==> config.mk <==
export PLATFORM = sky130hd
export DESIGN_NAME = hazard_unit_ms
export DESIGN_NICKNAME = d
export VERILOG_FILES = /design/src/rtl/hazard_unit_ms.sv
export SDC_FILE = /design/constraint.sdc
export NUM_CORES = 1
export LEC_CHECK = 0
export ABC_AREA = 1
export CAP_MARGIN = 30
export CORE_AREA = 5 5 83 85
export CTS_CLUSTER_SIZE = 40
export DETAILED_ROUTE_END_ITERATION = 6
export DIE_AREA = 0 0 88 90
export GPL_ROUTABILITY_DRIVEN = 0
export PLACE_DENSITY = 0.77
export SYNTH_ARGS = -nofsm -noshare
export SYNTH_HDL_FRONTEND = slang
export SYNTH_SLANG_ARGS = --single-unit
export TNS_END_PERCENT = 30
==> constraint.sdc <==
create_clock -name clk_i -period 1.8 [get_ports clk_i]
set_input_delay 0.36 -clock clk_i [delete_from_list [all_inputs] [get_ports clk_i]]
set_output_delay 0.36 -clock clk_i [all_outputs]
set_load 0.01 [all_outputs]
==> src/rtl/hazard_unit_ms.sv <==
// ID-stage hazard detector with programmable multi-cycle stall lengths and
// saturating stall/hazard performance counters.
module hazard_unit_ms #(
  parameter int INSTR_W       = 32,
  parameter int REG_W         = 5,
  parameter int LOAD_STALL    = 1,
  parameter int BR_ALU_STALL  = 1,
  parameter int BR_LOAD_STALL = 2,
  parameter int CNT_W         = 16
) (
  input  logic               clk_i,
  input  logic               rst_n_i,
  input  logic [INSTR_W-1:0] if_id_instr_i,
  input  logic               id_uses_rs_i,
  input  logic               id_uses_rt_i,
  input  logic               id_is_branch_i,
  input  logic               id_ex_memrd_i,
  input  logic               id_ex_regwr_i,
  input  logic [REG_W-1:0]   id_ex_rd_i,
  input  logic               ex_mem_memrd_i,
  input  logic [REG_W-1:0]   ex_mem_rd_i,
  input  logic               flush_i,
  input  logic               clr_cnt_i,
  output logic               pc_stall_o,
  output logic               if_id_hold_o,
  output logic               id_ex_bubble_o,
  output logic [CNT_W-1:0]   stall_cyc_o,
  output logic [CNT_W-1:0]   hazard_cnt_o
);

  localparam int MAX_AB    = (LOAD_STALL > BR_ALU_STALL) ? LOAD_STALL : BR_ALU_STALL;
  localparam int MAX_STALL = (MAX_AB > BR_LOAD_STALL) ? MAX_AB : BR_LOAD_STALL;
  localparam int REM_W     = $clog2(MAX_STALL + 1);

  localparam logic [REM_W-1:0] LD_N    = REM_W'(LOAD_STALL);
  localparam logic [REM_W-1:0] BR_AL_N = REM_W'(BR_ALU_STALL);
  localparam logic [REM_W-1:0] BR_LD_N = REM_W'(BR_LOAD_STALL);

  logic [REG_W-1:0] rs, rt;
  logic [REM_W-1:0] need, rem;
  logic             hit_ex, hit_mem, stall, new_event;

  function automatic logic reg_match(input logic [REG_W-1:0] r,
                                     input logic [REG_W-1:0] a_rs,
                                     input logic [REG_W-1:0] a_rt,
                                     input logic             u_rs,
                                     input logic             u_rt);
    return (r != '0) && ((u_rs && (r == a_rs)) || (u_rt && (r == a_rt)));
  endfunction

  function automatic logic [REM_W-1:0] max_of(input logic [REM_W-1:0] a,
                                              input logic [REM_W-1:0] b);
    return (a > b) ? a : b;
  endfunction

  function automatic logic [CNT_W-1:0] sat_inc(input logic [CNT_W-1:0] c);
    return (&c) ? c : c + 1'b1;
  endfunction

  assign rs = if_id_instr_i[21 +: REG_W];
  assign rt = if_id_instr_i[16 +: REG_W];

  // Stage: hazard classification; the longest applicable stall wins
  always_comb begin
    hit_ex  = reg_match(id_ex_rd_i, rs, rt, id_uses_rs_i, id_uses_rt_i);
    hit_mem = reg_match(ex_mem_rd_i, rs, rt, id_uses_rs_i, id_uses_rt_i);
    need    = '0;
    if (id_ex_memrd_i && hit_ex)
      need = max_of(need, LD_N);
    if (id_is_branch_i && id_ex_regwr_i && !id_ex_memrd_i && hit_ex)
      need = max_of(need, BR_AL_N);
    if (id_is_branch_i && id_ex_memrd_i && hit_ex)
      need = max_of(need, BR_LD_N);
    if (id_is_branch_i && ex_mem_memrd_i && hit_mem)
      need = max_of(need, LD_N);
  end

  // Outputs are gated by reset so an asserted rst_n_i drops them without a clock
  assign stall          = rst_n_i && ((rem != '0) || (need != '0));
  assign new_event      = (rem == '0) && (need != '0) && !flush_i;
  assign pc_stall_o     = stall && !flush_i;
  assign if_id_hold_o   = pc_stall_o;
  assign id_ex_bubble_o = pc_stall_o;

  // Stage: remaining-stall register; the detecting cycle is the first stall cycle
  always_ff @(posedge clk_i or negedge rst_n_i) begin
    if (!rst_n_i) begin
      rem <= '0;
    end else if (flush_i) begin
      rem <= '0;
    end else if (rem != '0) begin
      rem <= rem - 1'b1;
    end else if (need != '0) begin
      rem <= need - 1'b1;
    end
  end

  // Stage: performance counters
  always_ff @(posedge clk_i or negedge rst_n_i) begin
    if (!rst_n_i) begin
      stall_cyc_o  <= '0;
      hazard_cnt_o <= '0;
    end else if (clr_cnt_i) begin
      stall_cyc_o  <= '0;
      hazard_cnt_o <= '0;
    end else begin
      if (pc_stall_o) stall_cyc_o  <= sat_inc(stall_cyc_o);
      if (new_event)  hazard_cnt_o <= sat_inc(hazard_cnt_o);
    end
  end

endmodule

# Yosys cells after proc, flatten, opt, wreduce, memory -nomap -nowiden
# Cells that the tools add are included.
dict set report totals {
  output_inout_bits 35
  in_bits 52
  regBits 34
}
dict set report op_classes {
  muxes 16
  add_sub_neg 4
  eq_ne 6
  magnitude_cmp 3
  reduce_logical 35
}
# op count
set ops {}
lappend ops {{$mux W16} 6}
lappend ops {{$add A16 B1 Y16 const B} 2}
lappend ops {{$reduce_and A16 Y1} 2}
lappend ops {{$eq A5 B5 Y1} 4}
lappend ops {{$logic_and A1 B1 Y1} 18}
lappend ops {{$mux W2} 9}
lappend ops {{$reduce_bool A5 Y1} 2}
lappend ops {{$reduce_bool A2 Y1} 4}
lappend ops {{$gt A2 B1 Y1 const B} 2}
lappend ops {{$ne A2 B2 Y1 const B} 2}
lappend ops {{$reduce_and A2 Y1} 2}
lappend ops {{$sub A2 B1 Y2 const B} 2}
lappend ops {{$logic_or A1 B1 Y1} 3}
lappend ops {{$reduce_bool A3 Y1} 1}
lappend ops {{$gt A2 B2 Y1 const B} 1}
lappend ops {{$logic_not A1 Y1} 2}
lappend ops {{$logic_not A2 Y1} 1}
lappend ops {{$mux W1} 1}

# Depth between registers and ports, before layout
# Gate-level depths: netlist (run 1).
dict set report logic_depth {
  word_depth 21
  ltp_mapped 14
}

# Least setup slack after synthesis (run 1)
# Ideal clock, no wire load.
dict set report synth_path {
  path_type {register to register}
  from {register hazard_cnt_o[0]}
  to {register hazard_cnt_o[10]}
  setup_time_ns 0.095
  path_buffers 1
  arrival_ns 1.611
  setup_slack_ns 0.093
  path_stages_with_launch 12
  synth_period_minus_slack_ns 1.707
  path_cell_list {dfrtp_1 ha_1 nand3_1 inv_1 nand2_1 nor2_1 nand3b_1 nand2_1 nor2_2 nand2_4 buf_6 o31ai_1}
}
dict set report synth_via {
  elab_chain_cells 4
  word_cells_on_any_way 7
}
# item line
set synth_rtl {}
lappend synth_rtl {{from (decl)} 28} ;# output logic [CNT_W-1:0] hazard_cnt_o
lappend synth_rtl {{from (signal assigned)} 108} ;# if (new_event) hazard_cnt_o <= sat_inc(hazard_cnt_o);
lappend synth_rtl {{$add A16 B1 Y16} 57} ;# return (&c) ? c : c + 1'b1;
lappend synth_rtl {{$mux W16} 57}
lappend synth_rtl {{$mux W16} 108}
lappend synth_rtl {{$mux W16} 103} ;# end else if (clr_cnt_i) begin
# Several ways; a longest one is shown, not always the timed one. The select of a mux whose other input is x is not followed.
# A chain may end at the register's enable or synchronous reset.

# Final worst setup path (run 1)
dict set report layout_path {
  from {register hazard_cnt_o[13]}
  to {output hazard_cnt_o[13]}
}
# No word-level cell between the ends.

==> summary.md, run 1 <==
| Metric | Value |
|---|---|
| Status | finished, final reports clean |
| Number of library cell types mapped by synthesis | 32 |
| Final min period | 1.743 ns |
| Cell Rows | 29 |
| CP max-delay cell | clkdlybuf4s50_1 |
| Vias/cell | 5.354 |
| Total gr overflow | 0 |
| Worst slew pin tran | 0.4614 ns |
| Relative slew margins | 69.24% |
| Diode count | 0 |
| Final Hold Viols | 0 |
| RSZ-0062 raised after global routing | true |
| Clk slew on worst S/H paths | 0.08 ns |
| Ratio of final minimum period to clock period | 96.84% |
| Synth Register Bits | 34 |
| Placed Area | 3557 µm² |
| Crit path DAT | 1.38 ns |
| H-tree Lvls | 2 |
| Total power draw | 1905 µW |
| Final nets | 546 |
| Mapped Nets | 440 |
| Die height | 90 µm |
| Worst Path Required | 1.44 ns |
| Crit path buffers/inverters | 1 |
| Max-cap violations | 0 |
| CP delay by family, top | buffers and inverters |
| Min-Delay Path Depth | 3 |
| Final Cell Area | 3824 µm² |
| Largest net degree at the start of global routing | 35 |
| Final hold slack | 0.4570 ns |
| First-pass GRT wire length | 12950 µm |
| Hold-fix buffers at CTS | 0 |
| TritonCTS clock tree | built |
| Gr usage total | 19.92% |
| P_sw | 472.0 µW |
| Buffers on Ports | 64 |
| Cell Area, Synth | 2628 µm² |
| Clk_lat worst skew | 0.29 ns |
| VDD IR max | 346.1 µV |
| Seq/Total Area, Yosys | 32.38% |
| Layout cell share with drive strength beyond 1 | 29.82% |
| Cells along the critical path | clkdlybuf4s50_1 |
| R2R cell count | 12 |
| CTS sink cnt | 34 |
| Vias in the first global route | 2929 |
| First-pass DRT Iterations | 5 |
| Die area | 7920 µm² |
| CTS Buffer Depth | 2 |
| # DRC | 0 |
| Avg Inst Size Synth | 6.807 µm² |
| Crit-path max FO | 6 |
| Initial antenna violation count | 0 |
| Fin util | 62.35% |
| P_leak | 0.001912 µW |
| Sw Ratio | 24.77% |
| Pint | 1433 µW |
| Final HPWL DP | 5698 µm |
| Combinational share of power | 14.6% |
| Critical path depth in cells | 1 |
| Crit Path Class | flip-flop to output port |
| Clk pwr share | 45.1% |
| Root buffer cell | clkbuf_8 |
| Setup violations, final | 0 |
| Peak per-stage delay on the critical path | 0.59 ns |
| Fin Clk Skew | 0.009659 ns |
| Vias | 3052 |
| Reg power frac | 40.3% |
| Setup TNS | 0 ns |
| Ys Warns | 0 |
| Synth Instances | 386 |
| Total wire length | 8225 µm |
| Final ANT Viol Nets | 0 |
| Crit path launch type | flip-flop |
| Min-Delay Path Class | input port to flip-flop |
| Total CTS buffers | 5 |
| Crit. End Element | output port |
| Slew Limit Fails | 0 |
| Fmax achieved | 573.7 MHz |
| Core ar. | 6132 µm² |
| Layout area overhead | 45.52% |
| Initial drt markers | 256 |
| I/O pin count | 87 |
| Mean routed wirelength per cell | 14.43 µm |
| Initial core utilization | 42.85% |
| PwrDens | 498.3 nW/µm² |
| Die X | 88 µm |
| Filler cells | 544 |
-- path summary, 6_finish.rpt --
path / startpoint / endpoint / slack, ns
worst max-delay path: hazard_cnt_o[13] / hazard_cnt_o[13] / 0.06
worst min-delay path: id_ex_memrd_i / rem[0] / 0.46
worst max register to register: hazard_cnt_o[1] / hazard_cnt_o[13] / 0.07
worst min register to register: rem[0] / rem[0] / 0.46
max in group asynchronous: rst_n_i / rem[0] / 0.91
min in group asynchronous: rst_n_i / hazard_cnt_o[7] / 0.54
-- flip-flops by register name, summed over array words and instances (netlist names) --
| name | count |
|---|---|
| hazard_cnt_o | 16 |
| rem | 2 |
| stall_cyc_o | 16 |
-- cell families after synthesis --
| family | after synthesis | share of synthesized area [%] |
|---|---|---|
| DFF | 34 | 32.38 |
| adders and majority gates | 2 | 0.9522 |
| AOI/OAI and AO/OA | 22 | 5.142 |
| and+or+nand+nor | 254 | 45.24 |
| buffers and inverters | 52 | 8.952 |
| xor gates and xnor gates | 22 | 7.333 |
-- Yosys cell counts, drive strengths merged --
master,number,area [µm²]
nand3b,2,15.01
xnor2,5,43.79
nand3,52,270.3
o21ai,8,40.03
nor3,8,40.04
buf,8,70.06
nor3b,3,22.52
a211oi,1,7.510
inv,40,150.2
a21oi,4,20.02
clkbuf,4,15.01
nand2,120,510.5
nor2,51,196.4
nor4,2,18.77
and3,1,6.260
xor2,17,148.9
nand4,14,102.6
dfrtp,34,850.8
or2,1,6.260
o31ai,9,67.56
ha,2,25.02
-- cell usage in the layout, fill, tap and decap left out, types with 3 or more instances in the layout --
master,instances
buf_6,6
o31ai_2,4
nand3_2,6
o31ai_1,5
inv_1,24
nand3_1,46
xnor2_1,5
clkdlybuf4s50_1,34
nor2_1,44
xor2_1,17
nor3_1,6
nor2_2,6
buf_2,3
nand2_2,21
nand2_4,6
nand2_1,95
dfrtp_1,34
dlymetal6s2s_1,4
inv_2,15
buf_4,50
clkbuf_8,5
nor3b_1,3
clkbuf_2,10
o21ai_1,5
nand4_1,13
-- power by group through the flow --
stage	Combinational (µW)	Clock [µW]	Sequential, µW
3_5_place_dp	259	0	783
4_1_cts	256	873	767
2_1_floorplan	114	0	784
3_3_place_gp	256	0	782
6_report	278	860	767
5_1_grt	307	895	768
-- layout make-up --
class | count | area (µm²) | area share (%)
multi-input combinational | 302 | 1670 | 43.68
timing repair buffer | 109 | 915.9 | 23.95
sequential | 34 | 850.8 | 22.25
inverter | 40 | 152.6 | 3.992
tap | 77 | 96.34 | 2.520
clock buffer | 5 | 68.82 | 1.800
clock inverter | 3 | 68.82 | 1.800
-- worst min-delay path, stage by stage --
cell and delay [ns]:
dlymetal6s2s_1 0.14, nand4_1 0.13, a211oi_1 0.08
-- timing repair --
item                                   CTS  global route
endpoints found under the hold margin    0             0
gates cloned                             1             1
setup buffers                            3             6
setup endpoints to repair               33            35
gates resized for setup                 79            72
pin swaps                               10            28
-- metrics by stage --
| step | setup slack [ns] | instances |
|---|---|---|
| 6_report | 0.05679 | 570 |
| 5_1_grt | -0.05316 | 570 |
| 4_1_cts | 0.0002389 | 563 |
| 3_5_place_dp | -0.7991 | 552 |
| 3_3_place_gp | -0.7722 | 552 |
| 2_1_floorplan | 0.09332 | 386 |
-- routing by layer --
layer,track usage (%),vias up,share of wire (%)
met4,7.161,0,2.4
met1,24.42,1413,40
li1,-,1465,-
met3,3.108,24,6.6
met5,0,-,0
met2,34.55,150,51
No activity file was read; power rests on OpenSTA's default activity.
==> inputs of run 2 (changes only) <==
--- a/config.mk
+++ b/config.mk
@@ -7,12 +7,11 @@
 export LEC_CHECK = 0
 export ABC_AREA = 1
 export CAP_MARGIN = 30
-export CORE_AREA = 5 5 83 85
+export CORE_AREA = 5 5 100 102
 export CTS_CLUSTER_SIZE = 40
 export DETAILED_ROUTE_END_ITERATION = 6
-export DIE_AREA = 0 0 88 90
+export DIE_AREA = 0 0 105 107
 export GPL_ROUTABILITY_DRIVEN = 0
-export PLACE_DENSITY = 0.77
 export SYNTH_ARGS = -nofsm -noshare
 export SYNTH_HDL_FRONTEND = slang
 export SYNTH_SLANG_ARGS = --single-unit
==> run 2 against run 1 <==
Net effect: via count down 4.6%; register-to-register slack got worse by 0.07 ns; critical path type is now flip-flop to flip-flop; clock skew barely moved; core utilization is 19 points lower.
==> summary.md, run 2 (synthesis results as in run 1) <==
| Metric | Value |
|---|---|
| Final hold slack | 0.4569 ns (-0.0001690 ns) |
| Clk slew on worst S/H paths | 0.08 ns (about the same) |
| H-tree Lvls | 2 (unchanged) |
| Final Cell Area | 3938 µm² (+3.0%) |
| Metal-1 WL | 3589 µm (+9.6%) |
| Top Registers | hazard_cnt_o (16), stall_cyc_o (16), rem (2) |
| Max-cap violations | 0 (unchanged) |
| Final nets | 547 (+0.18%) |
| Relative slew margins | 68.28% (-0.96 points) |
| First-pass GRT wire length | 13740 µm (+6.1%) |
| Initial antenna violation count | 0 (unchanged) |
| WL met2 | 4185 µm (-0.66%) |
| Final HPWL DP | 6061 µm (+6.4%) |
| Crit. End Element | flip-flop |
| CTS Buffer Depth | 2 (unchanged) |
| I/O pin count | 87 (unchanged) |
| Layout cell share with drive strength beyond 1 | 30.57% (+0.75 points) |
| Hold-fix buffers at CTS | 0 (unchanged) |
| Buffers on Ports | 64 (unchanged) |
| Crit Path Class | flip-flop to flip-flop |
| Status | finished, final reports clean |
| Root buffer cell | clkbuf_8 |
| Most frequent cells in the layout | nand2_1, buf_4, nor2_1 |
| Vias/cell | 4.815 (-10%) |
| Cell Rows | 35 (+21%) |
| Commonest non-fill, non-tap cell in the layout | nand2_1 |
| Top sig layer | met4 |
| Worst slew pin tran | 0.4714 ns (+0.01005 ns) |
| Slew Limit Fails | 0 (unchanged) |
| Filler cells | 926 (+70%) |
| Initial core utilization | 29.13% (-14 points) |
| Fin Clk Skew | 0.009549 ns (-0.0001104 ns) |
| Min-Delay Path Class | flip-flop to flip-flop |
| Total gr overflow | 0 (unchanged) |
| Fin util | 43.65% (-19 points) |
| Dpl ws | -0.7814 ns (+0.01765 ns) |
| TritonCTS clock tree | built |
| P_leak | 0.001900 µW (-0.65%) |
| VDD IR max | 263.2 µV (-24%) |
| Worst Path Required | 2.04 ns (+0.60 ns) |
| Initial drt markers | 166 (-35%) |
| CTS sink cnt | 34 (unchanged) |
| Die height | 107 µm (+19%) |
| Setup violations, final | 0 (unchanged) |
| Layout area overhead | 49.86% |
| Crit path DAT | 2.03 ns (+0.65 ns) |
| Setup ws final | 0.003220 ns (-0.05357 ns) |
| Final min period | 1.797 ns (+0.05357 ns) |
| Register area | 850.8 µm² (unchanged) |
| Die X | 105 µm (+19%) |
| Placed Area | 3642 µm² (+2.4%) |
| Vias in the first global route | 2894 (-1.2%) |
| Gr usage total | 14.67% (-5.2 points) |
| Fmax achieved | 556.6 MHz (-3.0%) |
| Diode count | 0 (unchanged) |
| Die area | 11240 µm² (+42%) |
| Largest net degree at the start of global routing | 35 (unchanged) |
| Ratio of final minimum period to clock period | 99.82% (+3.0 points) |
| Crit-path max FO | 6 (unchanged) |
| Total wire length | 8189 µm (-0.44%) |
| Routed wl met3 | 310 µm (-43%) |
| Vias | 2913 (-4.6%) |
| Mean routed wirelength per cell | 13.54 µm (-6.2%) |
| PwrDens | 422.4 nW/µm² (-15%) |
| Total CTS buffers | 5 (unchanged) |
| # DRC | 0 (unchanged) |
| Final Hold Viols | 0 (unchanged) |
| Crit path launch type | flip-flop |
| Clk_lat worst skew | 0.29 ns (about the same) |
| Combined area of the multi-input logic cells | 1775 µm² (+6.3%) |
| Core ar. | 9021 µm² (+47%) |
| RSZ-0062 raised after global routing | true |
| Final ANT Viol Nets | 0 (unchanged) |
| First-pass DRT Iterations | 4 (-1) |
run 2: cell count changes in the layout (fill, tap and decap cells not counted), sizes merged:
cell	change
clkbuf	-2
dlymetal6s2s	-1
clkdlybuf4s50	+1
bufinv	-2
nand2	+1
dlygate4sd2	+1
buf	+3
run 2: path summary, 6_finish.rpt:
kind	startpoint	to	slack [ns]	cells after the start
min	rem[0]	rem[0]	0.46	1
max in group asynchronous	rst_n_i	stall_cyc_o[0]	0.93	2
max	hazard_cnt_o[0]	hazard_cnt_o[13]	0.003	9
max reg2reg	hazard_cnt_o[0]	hazard_cnt_o[13]	0.003	9
min in group asynchronous	rst_n_i	hazard_cnt_o[11]	0.55	2
min reg2reg	rem[0]	rem[0]	0.46	1
run 2: critical path: stages (launching register included):
cell	delay, ns
dfrtp_1	0.36
buf_4	0.11
buf_4	0.11
nand3_1	0.11
inv_1	0.18
nand3_1	0.14
nor4_1	0.39
xor2_1	0.18
nand3_1	0.10
nand2_1	0.07
run 2: per-layer routing:
layer  up-vias  GRT usage [%]
li1       1470              -
met3         9          2.228
met1      1381          19.07
met4         0          4.292
met2        53          25.13
met5         -              0
run 2: report_power, final:
group / internal [µW] / switching [µW]
Sequential: 766 / 1.48
Combinational: 118 / 175
Clock: 309 / 294
run 2: layout make-up:
class	count	area share, %
Clock buffer	7	2.193
Clock inverter	1	0.1271
Inverter	40	3.877
Multi-Input combinational cell	303	45.09
Sequential cell	34	21.61
Tap cell	111	3.527
Timing Repair Buffer	109	23.58
run 2: what timing repair did:
action,4_1_cts,5_1_grt
buffers inserted,1,3
endpoints found under the setup margin,33,21
cloned,1,2
gates resized for setup,87,70
pin swaps,16,27
endpoints found under the hold margin,0,0
run 2: metrics by stage:
| step | std cells | power [µW] | setup TNS, ns |
|---|---|---|---|
| finish | 605 | 1663 | 0 |
| global route | 605 | 1751 | -0.3959 |
| CTS | 600 | 1649 | 0 |
| detailed placement | 590 | 1049 | -15.15 |
| global placement | 590 | 1047 | -14.14 |
| floorplan | 386 | 898.9 | 0 |
